## src/rtl/uart_tx_pkg.sv

```systemverilog
// uart_tx_pkg: shared constants for the UART transmit peripheral.
// Holds register offsets, STATUS bit positions, the STATUS word layout,
// the transmitter FSM state encoding and the reset baud divisor.
package uart_tx_pkg;

    localparam int unsigned DATA_W      = 32;
    localparam int unsigned ADDR_W      = 4;
    localparam int unsigned MASK_W      = 4;
    localparam int unsigned DIV_W       = 16;
    localparam int unsigned BYTE_W      = 8;
    localparam int unsigned CNT_FIELD_W = 5;

    // Byte offsets of the registers; only addr[3:2] selects a register.
    localparam logic [ADDR_W-1:0] OFF_TXDATA = 4'h0;
    localparam logic [ADDR_W-1:0] OFF_STATUS = 4'h4;
    localparam logic [ADDR_W-1:0] OFF_DIV    = 4'h8;
    localparam logic [ADDR_W-1:0] OFF_CTRL   = 4'hC;

    localparam logic [1:0] IDX_TXDATA = OFF_TXDATA[3:2];
    localparam logic [1:0] IDX_STATUS = OFF_STATUS[3:2];
    localparam logic [1:0] IDX_DIV    = OFF_DIV[3:2];
    localparam logic [1:0] IDX_CTRL   = OFF_CTRL[3:2];

    // STATUS bit positions.
    localparam int unsigned STAT_FULL   = 0;
    localparam int unsigned STAT_EMPTY  = 1;
    localparam int unsigned STAT_BUSY   = 2;
    localparam int unsigned STAT_OVF    = 3;
    localparam int unsigned STAT_CNT_LO = 4;
    localparam int unsigned STAT_CNT_HI = 8;

    // CTRL bit positions.
    localparam int unsigned CTRL_TXEN  = 0;
    localparam int unsigned CTRL_IRQEN = 1;

    localparam logic [DIV_W-1:0] UART_DEFAULT_DIV = 16'd868;

    // STATUS word as seen on the read bus (LSB = full).
    typedef struct packed {
        logic [DATA_W-CNT_FIELD_W-5:0] rsvd;
        logic [CNT_FIELD_W-1:0]        count;
        logic                          ovf;
        logic                          busy;
        logic                          empty;
        logic                          full;
    } status_t;

    typedef enum logic [1:0] {
        TX_IDLE  = 2'd0,
        TX_START = 2'd1,
        TX_DATA  = 2'd2,
        TX_STOP  = 2'd3
    } tx_state_e;

    // Register index from a byte offset.
    function automatic logic [1:0] reg_index(input logic [ADDR_W-1:0] addr);
        return addr[3:2];
    endfunction

endpackage

```

## src/rtl/uart_tx_fifo.sv

```systemverilog
// uart_tx_fifo: synchronous FIFO holding bytes waiting for transmission.
// Ports:
//   clk_i, reset_i  clock, asynchronous active-low reset
//   push, wr_data   enqueue (ignored when full)
//   pop             dequeue (ignored when empty)
//   rd_data_c       head entry, combinational from the read pointer
//   full, empty     registered occupancy flags
//   count           registered number of stored entries
module uart_tx_fifo #(
    parameter int unsigned DEPTH = 8,
    parameter int unsigned WIDTH = 8
) (
    input  logic                       clk_i,
    input  logic                       reset_i,
    input  logic                       push,
    input  logic [WIDTH-1:0]           wr_data,
    input  logic                       pop,
    output logic [WIDTH-1:0]           rd_data_c,
    output logic                       full,
    output logic                       empty,
    output logic [$clog2(DEPTH):0]     count
);

    localparam int unsigned PTR_W = (DEPTH > 1) ? $clog2(DEPTH) : 1;
    localparam int unsigned CNT_W = $clog2(DEPTH) + 1;

    logic [WIDTH-1:0] mem [DEPTH];
    logic [PTR_W-1:0] wr_ptr;
    logic [PTR_W-1:0] rd_ptr;
    logic [CNT_W-1:0] count_d;
    logic             do_push;
    logic             do_pop;

    assign do_push = push && !full;
    assign do_pop  = pop && !empty;

    // Next occupancy.
    always_comb begin
        count_d = count;
        if (do_push && !do_pop) begin
            count_d = count + CNT_W'(1);
        end else if (do_pop && !do_push) begin
            count_d = count - CNT_W'(1);
        end
    end

    // Pointers, count and flags.
    always_ff @(posedge clk_i or negedge reset_i) begin
        if (!reset_i) begin
            wr_ptr <= '0;
            rd_ptr <= '0;
            count  <= '0;
            full   <= 1'b0;
            empty  <= 1'b1;
        end else begin
            if (do_push) begin
                wr_ptr <= wr_ptr + PTR_W'(1);
            end
            if (do_pop) begin
                rd_ptr <= rd_ptr + PTR_W'(1);
            end
            count <= count_d;
            full  <= (count_d == CNT_W'(DEPTH));
            empty <= (count_d == '0);
        end
    end

    // Storage; contents need no reset since empty gates every read.
    always_ff @(posedge clk_i) begin
        if (do_push) begin
            mem[wr_ptr] <= wr_data;
        end
    end

    assign rd_data_c = mem[rd_ptr];

endmodule

```

## src/rtl/uart_tx_periph.sv

```systemverilog
// uart_tx_periph: memory-mapped 8N1 UART transmitter with a TX FIFO.
// Optional feature macro: UART_TX_IRQ_EN (TX-empty interrupt and CTRL.IRQEN);
// without it irq_o is tied low and CTRL bit1 reads 0.
// Ports:
//   clk_i, reset_i  clock, asynchronous active-low reset
//   csb_i, wen_i    active-low chip select / write enable (sampled on clk_i)
//   addr_i          byte offset; bits [1:0] ignored
//   data_i, wmask_i write data and per-byte write mask
//   data_o          combinational read data (0 unless a read is selected)
//   tx_o            serial output, idle high
//   irq_o           TX-empty interrupt
module uart_tx_periph
    import uart_tx_pkg::*;
#(
    parameter int unsigned       FIFO_DEPTH  = 8,
    parameter logic [DIV_W-1:0]  DEFAULT_DIV = UART_DEFAULT_DIV
) (
    input  logic                 clk_i,
    input  logic                 reset_i,
    input  logic                 csb_i,
    input  logic                 wen_i,
    input  logic [ADDR_W-1:0]    addr_i,
    input  logic [DATA_W-1:0]    data_i,
    input  logic [MASK_W-1:0]    wmask_i,
    output logic [DATA_W-1:0]    data_o,
    output logic                 tx_o,
    output logic                 irq_o
);

    localparam int unsigned FIFO_CNT_W = $clog2(FIFO_DEPTH) + 1;

    // Bus decode.
    logic       wr_c;
    logic       rd_c;
    logic [1:0] reg_sel;
    logic       push_c;

    assign wr_c    = !csb_i && !wen_i;
    assign rd_c    = !csb_i && wen_i;
    assign reg_sel = reg_index(addr_i);
    assign push_c  = wr_c && (reg_sel == IDX_TXDATA) && wmask_i[0];

    // Control/status state.
    logic [DIV_W-1:0] div_q;
    logic             txen_q;
    logic             ovf_q;

    // FIFO interface.
    logic [BYTE_W-1:0]     fifo_rd_data;
    logic                  fifo_full;
    logic                  fifo_empty;
    logic [FIFO_CNT_W-1:0] fifo_count;
    logic                  fifo_pop;

    uart_tx_fifo #(
        .DEPTH (FIFO_DEPTH),
        .WIDTH (BYTE_W)
    ) u_fifo (
        .clk_i     (clk_i),
        .reset_i   (reset_i),
        .push      (push_c),
        .wr_data   (data_i[BYTE_W-1:0]),
        .pop       (fifo_pop),
        .rd_data_c (fifo_rd_data),
        .full      (fifo_full),
        .empty     (fifo_empty),
        .count     (fifo_count)
    );

    // Transmitter state.
    tx_state_e         state_q,   state_d;
    logic [DIV_W-1:0]  clk_cnt_q, clk_cnt_d;
    logic [2:0]        bit_cnt_q, bit_cnt_d;
    logic [BYTE_W-1:0] shift_q,   shift_d;
    logic              tx_q,      tx_d;
    logic              busy;
    logic              start_ok;
    logic              bit_done;
    logic [DIV_W-1:0]  bit_reload;

    assign busy     = (state_q != TX_IDLE);
    assign start_ok = txen_q && !fifo_empty;
    assign bit_done = (clk_cnt_q == '0);
    // Down-counter reload sampled at each bit boundary, so a DIV write
    // mid-bit only affects the following bit. DIV=0 behaves as DIV=1.
    assign bit_reload = (div_q == '0) ? '0 : (div_q - DIV_W'(1));

    // Register writes and sticky overflow.
    always_ff @(posedge clk_i or negedge reset_i) begin
        if (!reset_i) begin
            div_q  <= DEFAULT_DIV;
            txen_q <= 1'b0;
            ovf_q  <= 1'b0;
        end else begin
            if (push_c && fifo_full) begin
                ovf_q <= 1'b1;
            end else if (wr_c && (reg_sel == IDX_STATUS) && wmask_i[0] &&
                         data_i[STAT_OVF]) begin
                ovf_q <= 1'b0;
            end
            if (wr_c && (reg_sel == IDX_DIV)) begin
                if (wmask_i[0]) div_q[7:0]  <= data_i[7:0];
                if (wmask_i[1]) div_q[15:8] <= data_i[15:8];
            end
            if (wr_c && (reg_sel == IDX_CTRL) && wmask_i[0]) begin
                txen_q <= data_i[CTRL_TXEN];
            end
        end
    end

`ifdef UART_TX_IRQ_EN
    logic irqen_q;

    // Interrupt enable.
    always_ff @(posedge clk_i or negedge reset_i) begin
        if (!reset_i) begin
            irqen_q <= 1'b0;
        end else if (wr_c && (reg_sel == IDX_CTRL) && wmask_i[0]) begin
            irqen_q <= data_i[CTRL_IRQEN];
        end
    end

    assign irq_o = irqen_q & fifo_empty & ~busy;
`else
    logic irqen_q;
    assign irqen_q = 1'b0;
    assign irq_o   = 1'b0;
`endif

    // FSM state register and datapath registers.
    always_ff @(posedge clk_i or negedge reset_i) begin
        if (!reset_i) begin
            state_q   <= TX_IDLE;
            clk_cnt_q <= '0;
            bit_cnt_q <= '0;
            shift_q   <= '0;
            tx_q      <= 1'b1;
        end else begin
            state_q   <= state_d;
            clk_cnt_q <= clk_cnt_d;
            bit_cnt_q <= bit_cnt_d;
            shift_q   <= shift_d;
            tx_q      <= tx_d;
        end
    end

    // FSM next state, FIFO pop and serial output.
    always_comb begin
        state_d   = state_q;
        clk_cnt_d = clk_cnt_q;
        bit_cnt_d = bit_cnt_q;
        shift_d   = shift_q;
        tx_d      = tx_q;
        fifo_pop  = 1'b0;
        case (state_q)
            TX_IDLE: begin
                tx_d = 1'b1;
                if (start_ok) begin
                    fifo_pop  = 1'b1;
                    state_d   = TX_START;
                    tx_d      = 1'b0;
                    shift_d   = fifo_rd_data;
                    bit_cnt_d = '0;
                    clk_cnt_d = bit_reload;
                end
            end
            TX_START: begin
                if (bit_done) begin
                    state_d   = TX_DATA;
                    tx_d      = shift_q[0];
                    shift_d   = shift_q >> 1;
                    clk_cnt_d = bit_reload;
                end else begin
                    clk_cnt_d = clk_cnt_q - DIV_W'(1);
                end
            end
            TX_DATA: begin
                if (bit_done) begin
                    clk_cnt_d = bit_reload;
                    if (bit_cnt_q == 3'd7) begin
                        state_d = TX_STOP;
                        tx_d    = 1'b1;
                    end else begin
                        bit_cnt_d = bit_cnt_q + 3'(1);
                        tx_d      = shift_q[0];
                        shift_d   = shift_q >> 1;
                    end
                end else begin
                    clk_cnt_d = clk_cnt_q - DIV_W'(1);
                end
            end
            TX_STOP: begin
                if (bit_done) begin
                    if (start_ok) begin
                        // Back-to-back frame: start bit follows the stop bit directly.
                        fifo_pop  = 1'b1;
                        state_d   = TX_START;
                        tx_d      = 1'b0;
                        shift_d   = fifo_rd_data;
                        bit_cnt_d = '0;
                        clk_cnt_d = bit_reload;
                    end else begin
                        state_d = TX_IDLE;
                        tx_d    = 1'b1;
                    end
                end else begin
                    clk_cnt_d = clk_cnt_q - DIV_W'(1);
                end
            end
            default: begin
                state_d = TX_IDLE;
                tx_d    = 1'b1;
            end
        endcase
    end

    assign tx_o = tx_q;

    // Read mux.
    status_t status_c;

    always_comb begin
        status_c       = '0;
        status_c.full  = fifo_full;
        status_c.empty = fifo_empty;
        status_c.busy  = busy;
        status_c.ovf   = ovf_q;
        status_c.count = CNT_FIELD_W'(fifo_count);
    end

    always_comb begin
        data_o = '0;
        if (rd_c) begin
            case (reg_sel)
                IDX_STATUS: data_o = status_c;
                IDX_DIV:    data_o = DATA_W'(div_q);
                IDX_CTRL:   data_o = DATA_W'({irqen_q, txen_q});
                default:    data_o = '0;
            endcase
        end
    end

    // Bus bits that carry no meaning for this block.
    logic unused_bits;
    assign unused_bits = ^{addr_i[1:0], data_i[31:16], wmask_i[3:2]};

endmodule

```

## config.mk

```make
export PLATFORM = sky130hd
export DESIGN_NAME = uart_tx_periph
export DESIGN_NICKNAME = d
export VERILOG_FILES = /design/src/rtl/uart_tx_pkg.sv /design/src/rtl/uart_tx_fifo.sv /design/src/rtl/uart_tx_periph.sv
export SDC_FILE = /design/constraint.sdc
export NUM_CORES = 1
export LEC_CHECK = 0
export ABC_CLOCK_PERIOD_IN_PS = 3870
export BUFFER_PORTS_ARGS = -buffer_cell sky130_fd_sc_hd__buf_2
export CORE_MARGIN = 8
export CORE_UTILIZATION = 48
export CTS_BUF_LIST = sky130_fd_sc_hd__clkbuf_2 sky130_fd_sc_hd__clkbuf_4 sky130_fd_sc_hd__clkbuf_8
export DETAILED_ROUTE_END_ITERATION = 12
export GPL_TIMING_DRIVEN = 1
export PLACE_DENSITY = 0.7
export RECOVER_POWER = 50
export SYNTH_ARGS = -nofsm -noshare
export SYNTH_HDL_FRONTEND = slang
export SYNTH_HIERARCHICAL = 1
export SYNTH_SLANG_ARGS = --single-unit
```

## constraint.sdc

```tcl
create_clock -name clk_i -period 3.87 [get_ports clk_i]
set_input_delay 0.5805 -clock clk_i [delete_from_list [all_inputs] [get_ports clk_i]]
set_output_delay 0.5805 -clock clk_i [all_outputs]
set_load 0.005 [all_outputs]
```

**Yosys cells after proc, flatten, opt, wreduce, memory -nomap -nowiden**

Memories as Yosys holds them, arrays and structs flattened.
Index checks and enable logic that the tools add are counted.

- Register bits after elaboration: 60
- Latch bits: 0
- Bits in writable memories: 64
- Memory bits (read-only): 0
- Input bits: 44
- Output and inout bits: 34
- Logic and storage cells: 113
- Memories: 1

Memories:

| memory | depth | width | read ports | clocked after memory_dff | wr ports | RTL line | text |
|---|---|---|---|---|---|---|---|
| u_fifo.mem | 8 | 8 | 1 | 0 | 1 | uart_tx_fifo.sv:27 | `logic [WIDTH-1:0] mem [DEPTH];` |

- Add/subtract/negate cells: 7
- Multiply operators: 0
- Div/mod/pow operators: 0
- Magnitude comparators: 0
- Equality and inequality tests: 14
- Shift operators: 0
- Muxes and demuxes: 40
- Bitwise logic cells: 0
- Reductions and logical operators: 37

Operators with widths:

| operator | count |
|---|---|
| case mux 16 bit (3 select lines) | 2 |
| two-way mux 16 bit | 5 |
| two-way mux 8 bit | 5 |
| zero test 16 bit | 2 |
| case mux 8 bit (4 select lines) | 1 |
| subtractor 16 x 1 -> 16 bit (second input constant) | 2 |
| logical AND 1 bit | 16 |
| two-way mux 1 bit | 12 |
| two-way mux 3 bit | 4 |
| inequality test 2 bit (second input constant) | 6 |
| two-way mux 2 bit | 5 |
| adder 3 x 1 -> 3 bit (second input constant) | 3 |
| case mux 3 bit (3 select lines) | 1 |
| == test 2 bit (second input constant) | 4 |
| two-way mux 4 bit | 2 |
| case mux 2 bit (4 select lines) | 1 |
| AND reduction 4 bit | 2 |
| zero test 1 bit | 6 |
| AND reduction 5 bit | 1 |
| adder 4 x 1 -> 4 bit (second input constant) | 1 |
| == test 2 x 1 -> 1 bit (second input constant) | 2 |
| == test 4 bit (second input constant) | 1 |
| zero test 2 bit | 2 |
| zero test 4 bit | 1 |
| 9 further kinds | 11 |

**Longest topological paths before layout**

- Word-level depth: 10
- Mapped depth: 12
- Gate-level depth less buffers: 11

**Cells and area by module**

Netlist, hierarchy kept.

By module, submodules not included:

| module | times used | cells an instance | area each (um2) | seq. area each (um2) |
|---|---|---|---|---|
| uart_tx_periph | 1 | 416 | 3624.7 | 1208.7 |
| uart_tx_fifo | 1 | 171 | 3131.8 | 2223.4 |

**Worst setup path before layout**

No wires, ideal clock.

- Kind: input port to flip-flop
- From: in wen_i
- To: mem u_fifo.mem[0][0] (enable)
- Setup time: 0.383 ns
- Arrival: 2.362 ns
- Data required time: 3.487 ns
- Slack: 1.124 ns
- Stages: 7
- Buffers on the path: 1
- Cells stage by stage: nor2_1 > nand2_1 > nor3_1 > nor2b_2 > buf_6 > or2b_1 > nor3_1

- Word-level cells in the longest chain between the ends: 7

Ends and longest elaborated chain:

| element | RTL line | text |
|---|---|---|
| from (decl) | uart_tx_periph.sv:21 | `input logic wen_i,` |
| zero test 1 bit | uart_tx_periph.sv:38 | `assign wr_c = !csb_i && !wen_i;` |
| logical AND 1 bit | uart_tx_periph.sv:38 |  |
| logical AND 1 bit (2 in a row) | uart_tx_periph.sv:41 | `assign push_c = wr_c && (reg_sel == IDX_TXDATA) && wmask_i[0];` |
| net push_c | uart_tx_periph.sv:36 | `logic push_c;` |
| logical AND 1 bit | uart_tx_fifo.sv:34 | `assign do_push = push && !full;` |
| two-way mux 1 bit | uart_tx_fifo.sv:70 | `if (do_push) begin` |
| two-way mux 1 bit (implied by the code) | uart_tx_fifo.sv:71 | `mem[wr_ptr] <= wr_data;` |
| to (decl) | uart_tx_fifo.sv:27 |  |

The timed path passes the listed nets, and every way through them passes these cells.

**Worst setup path in the final report**

- From: reg clk_cnt_q[11]
- To: reg u_fifo.full

- Word-level cells in the longest chain between the ends: 8
- Elaborated cells on any way between the ends: 10
- Classes of those cells: eq/ne: 1; mux: 4; reduce/logical: 5

Ends and longest elaborated chain:

| element | RTL line | text |
|---|---|---|
| from (decl) | uart_tx_periph.sv:72 | `logic [DIV_W-1:0] clk_cnt_q, clk_cnt_d;` |
| from (signal assigned) | uart_tx_periph.sv:140 | `clk_cnt_q <= clk_cnt_d;` |
| zero test 16 bit (*) | uart_tx_periph.sv:83 | `assign bit_done = (clk_cnt_q == '0);` |
| two-way mux 1 bit (*) | uart_tx_periph.sv:193 | `if (bit_done) begin` |
| case mux 1 bit (2 select lines) (*) | uart_tx_periph.sv:155 | `case (state_q)` |
| net fifo_pop | uart_tx_periph.sv:53 | `logic fifo_pop;` |
| logical AND 1 bit (*) | uart_tx_fifo.sv:35 | `assign do_pop = pop && !empty;` |
| logical AND 1 bit or zero test 1 bit (tied branches) | uart_tx_fifo.sv:42, uart_tx_fifo.sv:40 |  |
| two-way mux 4 bit or logical AND 1 bit (tied branches) | uart_tx_fifo.sv:42, uart_tx_fifo.sv:40 |  |
| two-way mux 4 bit (*) | uart_tx_fifo.sv:40 | `if (do_push && !do_pop) begin` |
| == test 4 bit (*) | uart_tx_fifo.sv:63 | `full <= (count_d == CNT_W'(DEPTH));` |
| to (signal assigned) | uart_tx_fifo.sv:63 |  |
| to (decl) | uart_tx_fifo.sv:19 | `output logic full,` |

Mark *: on every way through the listed nets, which the timed path passes. The rest lies on a longest branch.
A chain may end at the register's enable or synchronous reset.

==> metrics.md <==
| Metric | Value |
|---|---|
| Crit Path Class | reg2reg |
| Fmax | 295 MHz |
| Placeable core region | 0.0138 mm² |
| Status | complete, but fails checks |
| Num rows | 43 |
| Fin. max-slew vios | 37 |
| Critical path's top delay family | simple AND/OR/NAND/NOR gates |
| Post-cts sizing count | 0 |
| Tcrit/Tclk final | 0.876 |
| Netlist cell types | 73 |
| Initial DRC count | 388 |
| Fin util | 0.541 |
| Commonest non-fill, non-tap cells in the layout | 64 x edfxtp_1, 53 x dfrtp_1, 52 x nand2_1 |
| Vias per inst | 5.82 |
| Non-filler instance count after layout | 828 |
| Async set-reset flop share out of synthesis | 0.484 |
| Global-route wire length before repair | 24,400 µm |
| Hold Crit Class | in2reg |
| GRT Util Overall | 0.171 |
| Crit path buf inv count | 0 |
| Placer congestion estimate | 0.884 |
| Via count | between 4k and 5k |
| Post-CTS Hold Fix Bufs | 0 |
| Setup violations, final | 0 |
| Skew final | between 0.01 and 0.015 ns |
| Grt ovf | 0 |
| Failing checks | max-capacitance violations, max-slew violations |
| FF+latch count, synth | between 100 and 150 |
| Setup crit start kind | flop |
| TNS Setup | 0 ns |
| Mean post-synth cell area | 11.5 µm² |
| Crit. End Element | flop |
| H-tree Lvls | 4 |
| # fillers | ~1.1k |
| Die height | 135 µm |
| # Max-Cap Violations | 1 |
| Levels on crit path | 9 |
| NumNets Final | 692 |
| Max stage delay on crit path | around 0.46 ns |
| Post-CTS Setup Bufs | 0 |
| Min cycle time layout | between 3 and 4 ns |
| EDFF count, synth | 64 |
| Vias in the first global route | approximately 4.9k |
| Maximum VDD drop | 0.000362 V |
| Cells after synthesis | 587 |
| CP arrival | 3.71 ns |
| Port bufs | 40 |
| CTS root buf | clkbuf_8 |
| Post-Route WL | ~15,000 µm |
| WHS | 0.376 ns |
| HPWL after detailed placement | 10,800 µm |
| Layout cells sized above 1 | 0.228 |
| Initial Util | 0.489 |
| Crit-path max FO | 6 |
| WP data required | 4.19 ns |
| CTS tree | yes |
| Synth warn | 6 |
| Clk sinks | 124 |
| Diode count | 0 |
| Ports | 78 |
| Total power | 5.40 mW |
| Largest net degree at the start of global routing | 37 |
| Avg WL per Cell | 18.3 µm |
| DIE AREA | ~0.018 mm² |
| Antenna Nets Post-Route | 0 |
| Die W | 135 µm |
| Clk buf depth | 2 |
| Crit path cell chain | nor4_1, nand2_1, nor3_2, a21oi_1, nor3_1, nand2b_1, and3_1, or3_4, a2111oi_2 |
| Final Hold Vio Count | 0 |
| RSZ-0062 raised after global routing | false |
| Initial antenna violation count | 0 |
| PwrDens | 723 mW/mm² |
| Slew @ Worst Pin | 2.07 ns |
| Clock Latency Late Sink | ~0.44 ns |
| Worst hold path cell count | 2 |
| CP max stage cell | nor4_1 |
| Leak | 2.87 nW |
| Synth Flop Type | edfxtp_1 |
| Multi-input combinational cell area | 0.00307 mm² |
| Seq/Total Area, Yosys | 0.508 |
| Slew HR | -0.381 |
| CTS buffer count | 17 |
| Commonest non-fill, non-tap cell in the layout | edfxtp_1 |
| Area grow syn2layout | 10.6% |
| DRC Markers | 0 |
| Reg area | 0.00343 mm² |
| Placed cell count | 796 |
| First-pass DRT Iterations | 5 |
| FF-to-FF path depth | 9 |
| Syn Std Cell Area | 0.00676 mm² |
| Clk slew on worst S/H paths | 0.07 ns |
registers in the layout, summed over array words and instances, names as in the netlist:
register	count
u_fifo/mem	64
clk_cnt_q	16
div_q	16
shift_q	8
u_fifo/count	4
bit_cnt_q	3
u_fifo/rd_ptr	3
u_fifo/wr_ptr	3
state_q	2
ovf_q	1
tx_o	1
txen_q	1
u_fifo/empty	1
u_fifo/full	1
cells in the mapped netlist, drive strengths merged (4+ instances only):
cell	n	area, µm²
buf	26	190
a21oi	26	145
xnor2	13	114
o21a	5	37.5
a31oi	4	25.0
and3	10	62.6
clkbuf	18	67.6
inv	15	56.3
nor4	7	80.1
ha	13	163
mux4	16	360
nand3	11	55.1
o32ai	5	43.8
o21ai	19	95.1
nor2b	9	58.8
o22ai	7	43.8
edfxtp	64	1920
nor2	51	191
or3	4	30.0
nand2	53	201
mux2	44	495
nand4	6	37.5
mux2i	5	50.1
dfrtp	53	1330
nor3	23	125
dfstp	7	184
xor2	11	96.3
o31ai	6	45.0
a22oi	13	97.6
nand2b	7	51.3
cell type report:
| class | count | share of cell area |
|---|---|---|
| clock buffers | 17 | 0.0313 |
| clock inverters | 15 | 0.0201 |
| inverters | 15 | 0.00753 |
| multi-input cells | 420 | 0.411 |
| flip-flops and latches | 124 | 0.459 |
| well taps | 180 | 0.0301 |
| repair buffers | 57 | 0.0410 |
per-stage QoR:
step                      setup slack, ns  cell area [µm²]
after CTS                           0.521             7500
final                               0.481             7470
after global placement              0.729             7110
after detailed placement            0.563             7110
after floorplan                      1.12             6820
after global routing                0.219             7470
cells by family after synthesis:
logic type,after synthesis,share of synthesized area
muxes,65,0.134
xor gates and xnor gates,24,0.0311
buffers and inverters,59,0.0465
other,1,0.000555
adders and majority gates,13,0.0241
AOI/OAI and AO/OA,105,0.104
DFF,124,0.508
and+or+nand+nor,196,0.151
worst paths after layout:
| kind | slack (ns) | startpoint | endpoint |
|---|---|---|---|
| setup / recovery | 0.48 | clk_cnt_q[11]$_DFF_PN0_ | u_fifo/full$_DFF_PN0_ |
| hold / removal | 0.38 | data_i[13] | div_q[13]$_DFFE_PN0P_ |
| setup reg to reg | 0.48 | clk_cnt_q[11]$_DFF_PN0_ | u_fifo/full$_DFF_PN0_ |
| hold reg to reg | 0.49 | shift_q[0]$_DFFE_PN0P_ | shift_q[0]$_DFFE_PN0P_ |
| max in group asynchronous | 0.99 | reset_i | u_fifo/wr_ptr[0]$_DFFE_PN0P_ |
| min in group asynchronous | 0.73 | reset_i | clk_cnt_q[15]$_DFF_PN0_ |
report_power, final:
| group | switching (mW) | internal (mW) | leakage (nW) |
|---|---|---|---|
| clock | 0.528 | 0.567 | 0.181 |
| combinational | 1.25 | 1.04 | 1.38 |
| sequential | 0.358 | 1.65 | 1.31 |
routing by layer:
metal / part of all wire / GRT usage / vias up
li1: - / - / 2244
met1: 0.44 / 0.217 / 2381
met2: 0.48 / 0.273 / 170
met3: 0.062 / 0.0427 / 20
met4: 0.014 / 0.0686 / 0
met5: 0 / 0 / -
(Power assumes the default switching activity.)
